## config.mk

```make
export PLATFORM = sky130hd
export DESIGN_NAME = imem_loader
export DESIGN_NICKNAME = d
export VERILOG_FILES = /design/src/rtl/imem_loader_pkg.sv /design/src/rtl/imem_loader_byte_packer.sv /design/src/rtl/imem_loader.sv
export SDC_FILE = /design/constraint.sdc
export NUM_CORES = 1
export LEC_CHECK = 0
export CAP_MARGIN = 20
export CORE_MARGIN = 2
export CORE_UTILIZATION = 42
export CTS_CLUSTER_DIAMETER = 60
export DETAILED_ROUTE_END_ITERATION = 12
export PLACE_DENSITY = 0.74
export SYNTH_ARGS = -nofsm -noshare
export SYNTH_HDL_FRONTEND = slang
export SYNTH_SLANG_ARGS = --single-unit
```

## constraint.sdc

```tcl
create_clock -name clk -period 2.3 [get_ports clk]
set_input_delay 0.345 -clock clk [delete_from_list [all_inputs] [get_ports clk]]
set_output_delay 0.345 -clock clk [all_outputs]
set_load 0.02 [all_outputs]
```

## src/rtl/imem_loader_pkg.sv

```systemverilog
// Shared types and constants for the boot-time instruction memory loader.
package loader_pkg;

    typedef enum logic [2:0] {
        LEN0,
        LEN1,
        DATA,
        CHECK,
        DONE,
        ERROR
    } loader_state_t;

    localparam int CHK_W          = 8;
    localparam int BYTES_PER_WORD = 4;

endpackage

```

## src/rtl/imem_loader_byte_packer.sv

```systemverilog
// Little-endian byte-to-word assembler: the first byte lands in bits [7:0].
module byte_packer
    import loader_pkg::*;
(
    input  logic        clk,
    input  logic        reset,
    input  logic        clear,
    input  logic        byte_valid,
    input  logic [7:0]  byte_data,
    output logic        word_valid,
    output logic [31:0] word
);

    logic [1:0]  cnt_q, cnt_d;
    logic [31:0] shift_q, shift_d;

    always_comb begin
        cnt_d      = cnt_q;
        shift_d    = shift_q;
        word_valid = 1'b0;
        // Word is presented combinationally so the completing byte is included.
        word       = {byte_data, shift_q[31:8]};
        if (clear) begin
            cnt_d   = 2'd0;
            shift_d = 32'd0;
        end else if (byte_valid) begin
            shift_d    = word;
            cnt_d      = cnt_q + 2'd1;
            word_valid = (cnt_q == 2'(BYTES_PER_WORD - 1));
        end
    end

    always_ff @(posedge clk or negedge reset) begin
        if (!reset) begin
            cnt_q   <= 2'd0;
            shift_q <= 32'd0;
        end else begin
            cnt_q   <= cnt_d;
            shift_q <= shift_d;
        end
    end

endmodule

```

## src/rtl/imem_loader.sv

```systemverilog
// Framed byte-stream loader: writes verified program words into instruction RAM
// and holds the core in reset until the whole frame has passed its checksum.
module imem_loader
    import loader_pkg::*;
#(
    parameter int WORDS  = 64,
    parameter int ADDR_W = 6
) (
    input  logic              clk,
    input  logic              reset,
    input  logic [7:0]        in_data,
    input  logic              in_valid,
    output logic              in_ready,
    input  logic              reload,
    output logic              imem_we,
    output logic [ADDR_W-1:0] imem_waddr,
    output logic [31:0]       imem_wdata,
    output logic              core_reset,
    output logic              done,
    output logic              error
);

    loader_state_t     state_q, state_d;
    logic [7:0]        len_lo_q, len_lo_d;
    logic [15:0]       n_q, n_d;
    logic [ADDR_W-1:0] word_idx_q, word_idx_d;
    logic [CHK_W-1:0]  chk_q, chk_d;
    logic              we_q, we_d;
    logic [ADDR_W-1:0] waddr_q, waddr_d;
    logic [31:0]       wdata_q, wdata_d;

    logic        accept;
    logic        pack_valid;
    logic        pack_clear;
    logic        word_valid;
    logic [31:0] word;
    logic [15:0] len_full;
    logic        last_word;

    assign in_ready   = (state_q == LEN0) || (state_q == LEN1) ||
                        (state_q == DATA) || (state_q == CHECK);
    assign accept     = in_valid && in_ready;
    assign pack_valid = accept && (state_q == DATA);
    assign pack_clear = reload && ((state_q == DONE) || (state_q == ERROR));
    assign len_full   = {in_data, len_lo_q};
    assign last_word  = ({{(16 - ADDR_W){1'b0}}, word_idx_q} == (n_q - 16'd1));

    byte_packer u_packer (
        .clk        (clk),
        .reset      (reset),
        .clear      (pack_clear),
        .byte_valid (pack_valid),
        .byte_data  (in_data),
        .word_valid (word_valid),
        .word       (word)
    );

    always_comb begin
        state_d    = state_q;
        len_lo_d   = len_lo_q;
        n_d        = n_q;
        word_idx_d = word_idx_q;
        chk_d      = chk_q;
        we_d       = 1'b0;
        waddr_d    = waddr_q;
        wdata_d    = wdata_q;
        case (state_q)
            LEN0: if (accept) begin
                len_lo_d = in_data;
                state_d  = LEN1;
            end
            LEN1: if (accept) begin
                n_d = len_full;
                if (len_full > 16'(WORDS))  state_d = ERROR;
                else if (len_full == 16'd0) state_d = CHECK;
                else                        state_d = DATA;
            end
            DATA: if (accept) begin
                chk_d = chk_q + in_data;
                // Registering the write here gives the one-cycle write latency.
                if (word_valid) begin
                    we_d       = 1'b1;
                    waddr_d    = word_idx_q;
                    wdata_d    = word;
                    word_idx_d = word_idx_q + {{(ADDR_W - 1){1'b0}}, 1'b1};
                    if (last_word) state_d = CHECK;
                end
            end
            CHECK: if (accept) begin
                state_d = (in_data == chk_q) ? DONE : ERROR;
            end
            DONE, ERROR: if (reload) begin
                state_d    = LEN0;
                word_idx_d = '0;
                chk_d      = '0;
            end
            default: state_d = LEN0;
        endcase
    end

    always_ff @(posedge clk or negedge reset) begin
        if (!reset) begin
            state_q    <= LEN0;
            len_lo_q   <= 8'd0;
            n_q        <= 16'd0;
            word_idx_q <= '0;
            chk_q      <= '0;
            we_q       <= 1'b0;
            waddr_q    <= '0;
            wdata_q    <= 32'd0;
        end else begin
            state_q    <= state_d;
            len_lo_q   <= len_lo_d;
            n_q        <= n_d;
            word_idx_q <= word_idx_d;
            chk_q      <= chk_d;
            we_q       <= we_d;
            waddr_q    <= waddr_d;
            wdata_q    <= wdata_d;
        end
    end

    // Status outputs decode the registered state only, so no in_data path reaches them.
    assign imem_we    = we_q;
    assign imem_waddr = waddr_q;
    assign imem_wdata = wdata_q;
    assign core_reset = (state_q != DONE);
    assign done       = (state_q == DONE);
    assign error      = (state_q == ERROR);

endmodule

```

Word level (Yosys, flattened, before mapping)
Index checks and enable logic that the tools add are counted.
{ "word_totals": {"reg_bits": 114, "input_bits": 12, "out_inout_bits": 43, "wordCells": 76} }
{ "op_classes": {"n_addsub": 4, "n_lt_le_gt_ge": 1, "n_eq_ne": 16, "muxes": 27, "n_reduce_logical": 18} }
{ "ops": {"columns": ["op", "n"], "rows": [
  ["$mux 32", 2],
  ["$mux 3", 8],
  ["$mux 6", 3],
  ["$eq 6x16->1", 1],
  ["$gt 16x7->1 const B", 1],
  ["$logic_not 16->1", 1],
  ["$mux 8", 2],
  ["$pmux 8 s2", 1],
  ["$sub 16x1->16 const B", 1],
  ["$pmux 3 s5", 1],
  ["$ne 2x2->1 const B", 6],
  ["$pmux 6 s2", 1],
  ["$add 8x8->8", 1],
  ["$eq 8x8->1", 1],
  ["$mux 1", 7],
  ["$reduce_and 7->1", 1],
  ["$add 6x1->6 const B", 1],
  ["$eq 3x2->1 const B", 2],
  ["$eq 3x3->1 const B", 2],
  ["$reduce_and 3->1", 2],
  ["$logic_or 1x1->1", 4],
  ["$mux 2", 2],
  ["$reduce_and 2->1", 2],
  ["$reduce_and 4->1", 1],
  ["9 further kinds", 12]
]} }

Logic depth before layout (Yosys ltp)
{ "logic_depth": {"ltp_word": 11, "ltp_mapped": 9, "mapped_depth_nobuf": 8} }

Hierarchy
From an unflattened synthesis, not the netlist that was laid out.
{ "unflattened": {"hier_cells": 470, "area_unflattened_um2": 4889.7} }
{ "modules_own_cells": {"columns": ["module", "instances", "cells_per_inst", "area_each_um2", "seq_area_each_um2"], "rows": [
  ["imem_loader", 1, 375, 3733.6, 2001.9],
  ["byte_packer", 1, 95, 1156.1, 650.6]
]} }

Worst setup path after synthesis
Ideal clock, no wire load.
{ "synth_path": {"path_kind": "reg2reg", "start": "reg n_q[0]", "end": "reg state_q[0]", "setup_ns": 0.082, "arrival_time_ns": 1.878, "required_ns": 2.218, "slack_ns": 0.340, "stages_incl_launch_ff": 10, "period_less_slack_ns": 1.960, "cell_sequence": "dfrtp_1 inv_1 ha_1 nor2b_1 buf_6 o21ba_1 a211o_1 a221oi_2 o2111ai_1 a31oi_1"} }
{ "synth_between": {"elab_chain_len": 4} }
{ "synth_lines": {"columns": ["element", "line_no", "text"], "rows": [
  ["start: declaration", "imem_loader.sv:25", "logic [15:0] n_q, n_d;"],
  ["start signal: assignment", "imem_loader.sv:114", "n_q <= n_d;"],
  ["$sub 16x1->16", "imem_loader.sv:46", "assign last_word = ({{(16 - ADDR_W){1'b0}}, word_idx_q} == (n_q - 16'd1));"],
  ["$eq 6x16->1", "imem_loader.sv:46", null],
  ["$ne 2x2->1 (no source line)", null, null],
  ["$reduce_and 7->1 (no source line)", null, null],
  ["end signal: assignment", "imem_loader.sv:112", "state_q <= state_d;"],
  ["end: declaration", "imem_loader.sv:23", "loader_state_t state_q, state_d;"]
]} }
No other way between the ends.
A chain may end at the register's enable or synchronous reset.

Worst setup path after layout
{ "layout_path": {"start": "reg state_q[1]", "end": "out done"} }
{ "layout_between": {"elab_chain_len": 1} }
{ "layout_lines": {"columns": ["element", "line_no", "text"], "rows": [
  ["$eq 3x3->1", "imem_loader.sv:128", "assign done = (state_q == DONE);"],
  ["end: declaration", "imem_loader.sv:19", "output logic done,"]
]} }
No other way between the ends.

==> results.toml <==
[synth]
syn_inst = 419
yosysMostFrequentCell = "dfrtp_1"
synth_cell_types = 50
synthTopCellsByCount = "dfrtp_1 (106), nand2_1 (91), mux2_2 (35)"
synth-edff-count = 0
yosys.area.top_type = "dfrtp_1"
netlist_area_um2 = 4700
syn_area_per_cell_um2 = 11.2
synth-async-reset-ratio_pct = 100
syn-num-nets = 442
ys_top_cells_by_area = "dfrtp_1 (56%), mux2_2 (8.4%), nand2_1 (7.3%)"
ys_seq_area_share_pct = 56.5
synthFlopType = "dfrtp_1"
yosysWarnings = 0
synth-seq-cells = 106
synth.top_cell.area_share_pct = 56.5

[sta]
finalHoldViolCount = 0
report.final.slew_viol_count = 0
tightest_slew_ns = 0.663
setup_viol = 0
finalCritPeriodShare_pct = 94.9
skew_ns = 0.0118
min_period_ns = 2.18
rsz0062_at_grt = "false"
timing.fmax_ghz = 0.458
finalSetupTns_ns = 0
slew_headroom_pct = 55.8

[critical_path]
cp.required_ns = 1.96
path_max_fanout = 10
crit_chain = "nor2_1 -> nand2_1 -> inv_1 -> clkdlybuf4s50_1"
worstSetupStartpoint = "state_q[1]$_DFFE_PN0P_"
end_kind = "primary output"
crit_arrival_ns = 1.84
timing.rr.start = "n_q[1]$_DFFE_PN0P_"
cpPeakStageDelay_ns = 0.59
cpMaxStageDelayCell = "clkdlybuf4s50_1"
start_kind = "flip-flop"
crit_type = "reg -> out"

[floorplan]
die_x_um = 110
rows = 38
ios = 55
die_y_um = 110
floorplan.initialDensity_pct = 43.2
core_area_um2 = 10900
dieArea_um2 = 12000

[clock_network]
htree_levels = 3
cts_tree = "done"
clkTransAtPathRegs_ns = 0.10
cts.sinks = 106
clk_latency_ns = 0.37
cts_root_buf = "clkbuf_8"
cts_buffers = 9
cts.path.max_buffers = 2

[route]
vias_per_cell = 5.33
num_vias = 3387
wl_per_cell_um = 16.0
first_pass_iters = 4
drtAntennaViolNets = 0
finalWirelength_mm = 10.2
drtIter0Drc = 224
drc = 0

[cells_and_area]
fillCellCount = 940
drive_above_1_share_pct = 18.0
n_antenna_cell = 0
post-route-util_pct = 53.3
syn_to_final_growth_pct = 23.6
fin_nets = 513
instances_no_fill = 635

[grt]
grt.total_usage_pct = 18.5
grt_pass1_vias = 3446
antenna_found_initial = 0
grt_pass1_wl_mm = 17.0
grt_overflow = 0
grt_max_degree = 48

[flow_run]
cap_violations = 0

[place]
port_buffers = 54
dp.cells = 618
dpl.hpwl_mm = 7.29
gp_congestion = 0.855

[worst_hold_path]
holdCritStartpoint = "imem_wdata[8]$_DFFE_PN0P_"
hold_path_class = "reg -> reg"

[pwr]
power_density_nw_per_um2 = 834
peakVddDrop_mv = 0.532
p_leak_nw = 2.78
power.total_w = 0.00484

[status]
status = "finished, final reports clean"
==> final timing paths <==
| kind | depth (start not counted) | slack, ns | endpoint |
|---|---|---|---|
| worst max-delay path | 4 | 0.12 | done |
| worst min-delay path | 2 | 0.48 | imem_wdata[8]$_DFFE_PN0P_ |
| worst max register to register | 7 | 0.15 | state_q[0]$_DFFE_PN0P_ |
| worst min register to register | 2 | 0.48 | imem_wdata[8]$_DFFE_PN0P_ |
| max in group asynchronous | 3 | 1.06 | imem_wdata[30]$_DFFE_PN0P_ |
| min in group asynchronous | 2 | 0.52 | chk_q[3]$_DFFE_PN0P_ |
==> layer usage <==
| layer | part of all wire, % | wire length [µm] | GRT usage [%] | vias up |
|---|---|---|---|---|
| met2 | 47 | 4830 | 29.1 | 85 |
| met4 | 2.5 | 257 | 9.04 | 0 |
| met1 | 46 | 4660 | 25.1 | 1676 |
| met5 | 0 | 0 | 0 | - |
| met3 | 4.2 | 431 | 2.73 | 19 |
| li1 | - | - | - | 1607 |
==> report_power, final <==
part	internal [W]	switching, W	total (W)
sequential	0.00210	0.000255	0.00235
clock	0.000534	0.000690	0.00122
combinational	0.000634	0.000632	0.00127
total	0.00327	0.00158	0.00484
==> worst max-delay path: cells and delay by family (launching register included) <==
family,cells,cell delay (ns)
buf+inv,2,0.65
flops,1,0.52
simple gates,2,0.30
==> repair_timing <==
action | in CTS | in global routing
endpoints found under the hold margin | 39 | 0
setup buffers | 0 | 0
setup endpoints to repair | 1 | 2
resized for setup | 1 | 2
hold buffers | 1 | 0
==> area by class of cell <==
cell class                      count  area (µm²)  area share [%]
Sequential cell                   106        2650            45.7
Multi-Input combinational cell    284        1950            33.6
Timing Repair Buffer               80         773            13.3
Tap cell                          140         175            3.02
Clock buffer                        9         124            2.13
Clock inverter                      7        92.6            1.59
Inverter                            9        33.8           0.582
==> stage by stage <==
stage | setup slack, ns | hold WS [ns] | cell area (µm²)
2_1_floorplan | 0.340 | 0.0494 | 4700
5_1_grt | 0.0110 | 0.515 | 5810
3_5_place_dp | -0.195 | 0.399 | 5570
6_report | 0.118 | 0.484 | 5810
3_3_place_gp | -0.118 | 0.393 | 5570
4_1_cts | 0.0404 | 0.489 | 5800
==> cell families (layout without fill, tap and decap cells) <==
| kind of cell | after synthesis | in the layout | share of synthesized area [%] |
|---|---|---|---|
| adder cells (fa/ha/maj) | 11 | 11 | 3.09 |
| flip-flops | 106 | 106 | 56.5 |
| buffers and inverters | 29 | 105 | 2.61 |
| AND/OR/NAND/NOR | 152 | 152 | 14.8 |
| AO/OA/AOI/OAI | 68 | 68 | 11.3 |
| XOR/XNOR | 16 | 16 | 2.98 |
| multiplexers | 37 | 37 | 8.81 |
==> flip-flops by register name (all words and copies together) (netlist names) <==
register,flops
u_packer.shift_q,24
imem_waddr,6
u_packer.cnt_q,2
imem_wdata,32
state_q,3
n_q,16
imem_we,1
chk_q,8
len_lo_q,8
word_idx_q,6
==> placed cells by master, fill, tap and decap left out, types with 3 or more instances in the layout <==
cell             count
a21o_1               4
a22o_1              30
mux2_2              35
nor2_1              19
nor3_1               6
nand2_1             91
ha_1                10
inv_6                3
dfrtp_1            105
a31oi_1              3
a21oi_1              7
xor2_1               7
nand3_1              7
buf_4               23
buf_12               3
nor4_1               7
inv_1                8
clkbuf_8             9
o21ai_0              9
clkdlybuf4s50_1     53
xnor2_1              9
nor2b_1              3
(Power assumes the default switching activity.)
